==> src/rtl/uart_pkg.sv <==
// Shared UART definitions: FSM state encoding and frame timing defaults,
// used by both the transmit and receive sides.
package uart_pkg;

    typedef enum logic [1:0] {
        IDLE  = 2'd0,
        START = 2'd1,
        DATA  = 2'd2,
        STOP  = 2'd3
    } uart_state_e;

    localparam int OVERSAMPLE      = 16;
    localparam int DEFAULT_DBIT    = 8;
    localparam int DEFAULT_SB_TICK = 16;

endpackage

==> src/rtl/uart_tx_flag_buf_if.sv <==
// Host-side bundle of the UART transmitter: write strobe/data, baud tick,
// and the status/serial outputs.
interface uart_tx_flag_buf_if
    import uart_pkg::*;
#(
    parameter int DBIT = DEFAULT_DBIT
) ();

    logic            wr_uart;
    logic [DBIT-1:0] w_data;
    logic            s_tick;
    logic            tx_full;
    logic            tx_done_tick;
    logic            tx;

    modport master (
        output wr_uart, w_data, s_tick,
        input  tx_full, tx_done_tick, tx
    );

    modport slave (
        input  wr_uart, w_data, s_tick,
        output tx_full, tx_done_tick, tx
    );

endinterface

==> src/rtl/uart_tx_core.sv <==
// Transmit FSM: takes a byte from the holding register when idle and
// serialises start/data/stop on a registered tx line, paced by s_tick.
module uart_tx_core
    import uart_pkg::*;
#(
    parameter int DBIT    = DEFAULT_DBIT,
    parameter int SB_TICK = DEFAULT_SB_TICK
) (
    input  logic            clk,
    input  logic            reset,
    input  logic            tx_start_i,
    input  logic [DBIT-1:0] tx_data_i,
    input  logic            s_tick_i,
    output logic            tx_ack_o,
    output logic            tx_done_tick_o,
    output logic            tx_o
);

    localparam int SMAX = (SB_TICK > OVERSAMPLE) ? SB_TICK : OVERSAMPLE;
    localparam int SW   = (SMAX > 1) ? $clog2(SMAX) : 1;
    localparam int NW   = (DBIT > 1) ? $clog2(DBIT) : 1;

    localparam logic [SW-1:0] S_BIT_LAST  = SW'(OVERSAMPLE - 1);
    localparam logic [SW-1:0] S_STOP_LAST = SW'(SB_TICK - 1);
    localparam logic [NW-1:0] N_LAST      = NW'(DBIT - 1);

    uart_state_e     state_q, state_d;
    logic [SW-1:0]   s_q, s_d;
    logic [NW-1:0]   n_q, n_d;
    logic [DBIT-1:0] shift_q, shift_d;
    logic            tx_q, tx_d;

    always_ff @(posedge clk) begin
        if (reset) begin
            state_q <= IDLE;
            s_q     <= '0;
            n_q     <= '0;
            shift_q <= '0;
            tx_q    <= 1'b1;
        end else begin
            state_q <= state_d;
            s_q     <= s_d;
            n_q     <= n_d;
            shift_q <= shift_d;
            tx_q    <= tx_d;
        end
    end

    // tx_d is derived from the next state so the line changes on the same edge as the FSM
    always_comb begin
        state_d        = state_q;
        s_d            = s_q;
        n_d            = n_q;
        shift_d        = shift_q;
        tx_d           = tx_q;
        tx_ack_o       = 1'b0;
        tx_done_tick_o = 1'b0;

        case (state_q)
            IDLE: begin
                tx_d = 1'b1;
                if (tx_start_i) begin
                    tx_ack_o = 1'b1;
                    shift_d  = tx_data_i;
                    s_d      = '0;
                    state_d  = START;
                    tx_d     = 1'b0;
                end
            end
            START: begin
                if (s_tick_i) begin
                    if (s_q == S_BIT_LAST) begin
                        s_d     = '0;
                        n_d     = '0;
                        state_d = DATA;
                        tx_d    = shift_q[0];
                    end else begin
                        s_d = s_q + SW'(1);
                    end
                end
            end
            DATA: begin
                if (s_tick_i) begin
                    if (s_q == S_BIT_LAST) begin
                        s_d     = '0;
                        shift_d = shift_q >> 1;
                        if (n_q == N_LAST) begin
                            state_d = STOP;
                            tx_d    = 1'b1;
                        end else begin
                            n_d  = n_q + NW'(1);
                            tx_d = shift_d[0];
                        end
                    end else begin
                        s_d = s_q + SW'(1);
                    end
                end
            end
            STOP: begin
                tx_d = 1'b1;
                if (s_tick_i) begin
                    if (s_q == S_STOP_LAST) begin
                        tx_done_tick_o = 1'b1;
                        s_d            = '0;
                        state_d        = IDLE;
                    end else begin
                        s_d = s_q + SW'(1);
                    end
                end
            end
            default: begin
                state_d = IDLE;
                tx_d    = 1'b1;
            end
        endcase
    end

    assign tx_o = tx_q;

endmodule

==> src/rtl/uart_tx_flag_buf.sv <==
// UART transmit host interface: one-byte holding register with a full flag,
// drained by the transmit core whenever it is idle.
module uart_tx_flag_buf
    import uart_pkg::*;
#(
    parameter int DBIT    = DEFAULT_DBIT,
    parameter int SB_TICK = DEFAULT_SB_TICK
) (
    input  logic               clk,
    input  logic               reset,
    uart_tx_flag_buf_if.slave  bus
);

    logic [DBIT-1:0] hold_q;
    logic            tx_full_q;
    logic            tx_ack;

    // A transfer only happens while full, so a same-cycle write is dropped either way
    always_ff @(posedge clk) begin
        if (reset) begin
            hold_q    <= '0;
            tx_full_q <= 1'b0;
        end else if (tx_ack) begin
            tx_full_q <= 1'b0;
        end else if (bus.wr_uart && !tx_full_q) begin
            hold_q    <= bus.w_data;
            tx_full_q <= 1'b1;
        end
    end

    uart_tx_core #(
        .DBIT    (DBIT),
        .SB_TICK (SB_TICK)
    ) u_core (
        .clk            (clk),
        .reset          (reset),
        .tx_start_i     (tx_full_q),
        .tx_data_i      (hold_q),
        .s_tick_i       (bus.s_tick),
        .tx_ack_o       (tx_ack),
        .tx_done_tick_o (bus.tx_done_tick),
        .tx_o           (bus.tx)
    );

    assign bus.tx_full = tx_full_q;

endmodule

==> src/flat_wrapper.sv <==
// flat-port wrapper written by rule: the top's interface ports become plain ports
module uart_tx_flag_buf_flat import uart_pkg::*;
#(
    parameter int DBIT    = DEFAULT_DBIT,
    parameter int SB_TICK = DEFAULT_SB_TICK
)
  (clk, reset, bus_wr_uart, bus_w_data, bus_s_tick, bus_tx_full, bus_tx_done_tick, bus_tx);
  uart_tx_flag_buf_if #(.DBIT(DBIT)) bus_i ();
  input  logic clk;
  input  logic reset;
  input wire logic [$bits(bus_i.wr_uart)-1:0] bus_wr_uart;
  input wire logic [$bits(bus_i.w_data)-1:0] bus_w_data;
  input wire logic [$bits(bus_i.s_tick)-1:0] bus_s_tick;
  output wire logic [$bits(bus_i.tx_full)-1:0] bus_tx_full;
  output wire logic [$bits(bus_i.tx_done_tick)-1:0] bus_tx_done_tick;
  output wire logic [$bits(bus_i.tx)-1:0] bus_tx;
  assign bus_i.wr_uart = bus_wr_uart;
  assign bus_i.w_data = bus_w_data;
  assign bus_i.s_tick = bus_s_tick;
  assign bus_tx_full = bus_i.tx_full;
  assign bus_tx_done_tick = bus_i.tx_done_tick;
  assign bus_tx = bus_i.tx;
  uart_tx_flag_buf #(.DBIT(DBIT), .SB_TICK(SB_TICK)) u_core (.clk(clk), .reset(reset), .bus(bus_i));
endmodule
==> config.mk <==
export PLATFORM = sky130hd
export DESIGN_NAME = uart_tx_flag_buf_flat
export DESIGN_NICKNAME = d
export VERILOG_FILES = /design/src/rtl/uart_pkg.sv /design/src/rtl/uart_tx_flag_buf_if.sv /design/src/rtl/uart_tx_core.sv /design/src/rtl/uart_tx_flag_buf.sv /design/src/flat_wrapper.sv
export SDC_FILE = /design/constraint.sdc
export NUM_CORES = 1
export LEC_CHECK = 0
export ABC_CLOCK_PERIOD_IN_PS = 2020
export CAP_MARGIN = 20
export CELL_PAD_IN_SITES_DETAIL_PLACEMENT = 2
export CELL_PAD_IN_SITES_GLOBAL_PLACEMENT = 2
export CORE_MARGIN = 2
export CORE_UTILIZATION = 38
export DETAILED_ROUTE_END_ITERATION = 10
export DONT_BUFFER_PORTS = 1
export MAX_ROUTING_LAYER = met4
export PLACE_DENSITY_LB_ADDON = 0.1
export SYNTH_ARGS = -nofsm -noshare
export SYNTH_HDL_FRONTEND = slang
export SYNTH_SLANG_ARGS = --single-unit
==> constraint.sdc <==
create_clock -name clk -period 2.02 [get_ports clk]
set_input_delay 0.404 -clock clk [delete_from_list [all_inputs] [get_ports clk]]
set_output_delay 0.404 -clock clk [all_outputs]
set_load 0.02 [all_outputs]
==> summary.md <==
| Metric | Value |
|---|---|
| Outcome | complete, no violations |
| GRT Total Usage | 18.5% |
| Post-synth EDFFs | 0 |
| Hold Crit Depth | 1 |
| Final Skew | 0.00982 ns |
| Initial antenna violation count | 0 |
| Hold buffers post-CTS | 0 |
| Number of global-route vias before repair | 1210 |
| Multi-input logic area | 772 sq um |
| CTS tree | done |
| Core Rows | 21 |
| Filler cells | 377 |
| Setup Fix Bufs, Post-CTS | 0 |
| Critical-path cell list | ha_2 > and3_2 > and3_2 |
| DIE WIDTH | 63.8 um |
| Clk Tree Root Cell | clkbuf_4 |
| Synth Flop Type | dfxtp_1 |
| CTS H-tree lvls | 1 |
| Initial DRC Count | 80 |
| Post-Route WL | 3360 um |
| Worst Reg-to-Reg Cells | 7 |
| I/O Buffers | 0 |
| Worst VDD drop | 0.000418 V |
| Final setup violating endpoints | 0 |
| First-pass GRT wire length | 5830 um |
| Worst-path clk slew | 0.15 ns |
| Crit path time final | 1.91 ns |
| Reg area | 542 sq um |
| Non-Filler Instances | 197 |
| Largest net degree at the start of global routing | 28 |
| Total Die Area | 0.00407 sq mm |
| Post-Syn Nets | 172 |
| Asr flop ratio synth | 0% |
| Initial Util | 40.1% |
| RSZ-0062 raised after global routing | no |
| Vias post-DR | 1101 |
| Area leader, netlist | dfxtp_1 |
| Worst-Skew Late Latency | 0.33 ns |
| CP endpoint kind | output port |
| Clk sinks | 27 |
| Max Cap Viol | 0 |
| Max_slew headroom | 74.4% |
| Vias per inst | 5.59 |
| Leak | 0.492 nW |
| Antenna Cells | 0 |
| 1st-pass router iterations | 4 |
| DP HPWL | 2520 um |
| Yosys cell types | 40 |
| Post-synthesis sequential area ratio | 39.7% |
| Crit-path max cell delay | 0.42 ns |
| Pwr/cell area | 1030 mW/mm^2 |
| Fraction of layout cells with a size suffix above 1 | 11.9% |
| Critical path class | flip-flop to output port |
| Cell mode on critical path | and3_2 |
| Area Overhead vs Synth | 5.52% |
| CTS max path bufs | 2 |
| Worst setup SP type | flip-flop |
| Worst Hold Class | input pin to flip-flop |
| Worst-path fanout max | 6 |
| Io pins | 15 |
| Cells after synthesis | 152 |
| Final hold vios | 0 |
| Setup TNS Final | 0 ns |
| Most common cell after layout, fill and taps aside | dfxtp_1 |
| Slowest cell on crit path | dfxtp_1 |
| Most frequent cells in the layout | dfxtp_1 (26), a21oi_1 (21), nand2_1 (19), nor2_1 (12) |
| Global route overflow | 0 |
| Total CTS buffers | 3 |
| Worst Path Required | 1.62 ns |
| Arrival time at the worst endpoint | 1.51 ns |
| Fin crit share | 94.8% |
| Antenna Nets Post-Route | 0 |
| Core ar. | 0.00339 sq mm |
| DR WL/cell | 17.1 um |
| Nets | 172 |
| Chip height | 63.8 um |
| Worst slew pin tran | 0.384 ns |
| Layout Utilization | 42.3% |
| Remaining DRCs | 0 |
| Synth Warn # | 0 |
| Syn_area_per_cell | 8.95 sq um |
| Maximum clock frequency | 522 MHz |
| Post-Place Cells | 193 |
| Post-Syn Area | 0.00136 sq mm |
| Slew Viols, Final | 0 |
| Top-area cell type share of the netlist area | 39.7% |
| Dominant cells by area after synthesis | dfxtp_1 (40%), a21oi_1 (7.7%), ha_1 (7.4%) |
| Final Wtd Congestion | 0.858 |
| Register bit total from synthesis | 27 |
| Min Hold Slack | 0.125 ns |
## routing by layer
metal	routed length, um	track usage (%)	share of wire, %
met5	0	-	0
met4	40	4.89	1.2
met3	72	2.82	2.1
met2	1760	32.6	52
met1	1490	22.0	44
## layout make-up
type,instances,area share (%)
multi-input cells,114,53.8
flip-flops and latches,27,37.8
well taps,46,4.01
repair buffers,4,2.09
clock buffers,4,1.83
inverters,2,0.523
## state kept, by name, indices dropped and copies added, names as in the netlist
signal / cells
u_core.u_core.shift_q: 8
u_core.u_core.tx_o: 1
u_core.u_core.state_q: 2
u_core.hold_q: 8
u_core.u_core.s_q: 4
u_core.bus.tx_full: 1
u_core.u_core.n_q: 3
## cell usage after synthesis (3+ instances only)
master and instances:
a211oi_2 3, mux2i_1 7, o21ai_0 4, nand2_1 19
ha_1 8, nand3_1 4, nor2_1 12, and3_1 3
a21oi_1 21, dfxtp_1 27, a211oi_1 5, buf_1 3
## worst max-delay path, delay by kind of cell (launching register included)
kind	cells	cell delay [ns]
flip-flops	1	0.42
adder cells (fa/ha/maj)	1	0.25
AND/OR/NAND/NOR	2	0.51
## final timing paths
check | from | endpoint | slack, ns
worst max-delay path | u_core.u_core.s_q[1]$_SDFFE_PP0P_ | bus_tx_done_tick | 0.11
worst min-delay path | reset | u_core.u_core.shift_q[5]$_SDFFE_PP0P_ | 0.13
worst max register to register | u_core.u_core.state_q[0]$_SDFFE_PP0P_ | u_core.u_core.shift_q[3]$_SDFFE_PP0P_ | 0.20
worst min register to register | u_core.hold_q[4]$_SDFFE_PP0P_ | u_core.hold_q[4]$_SDFFE_PP0P_ | 0.47
## stage by stage
step	cell area [sq um]	setup WS (ns)	power [mW]
after global routing	1440	0.0132	1.60
after detailed placement	1400	0.213	1.25
after global placement	1400	0.328	1.21
after CTS	1430	0.0414	1.50
final	1440	0.105	1.48
after floorplan	1360	0.419	1.12
## cell families after synthesis
| kind of cell | count (synthesis) | synth area share, % |
|---|---|---|
| flip-flops | 27 | 39.7 |
| adder cells (fa/ha/maj) | 8 | 7.36 |
| multiplexers | 7 | 5.15 |
| AO/OA/AOI/OAI | 43 | 22.0 |
| buffers and inverters | 11 | 3.86 |
| AND/OR/NAND/NOR | 56 | 21.9 |
## power by group
part | total [mW] | leakage (nW) | internal, mW | switching [mW]
combinational | 0.563 | 0.255 | 0.233 | 0.330
clock | 0.239 | 0.0150 | 0.0775 | 0.162
sequential | 0.674 | 0.221 | 0.607 | 0.0665
## what timing repair did
action	4_1_cts	5_1_grt
pin swaps	0	0
hold endpoints to repair	0	0
resized for setup	3	1
endpoints found under the setup margin	1	1
Note: power is estimated with default switching activity, not from simulation.
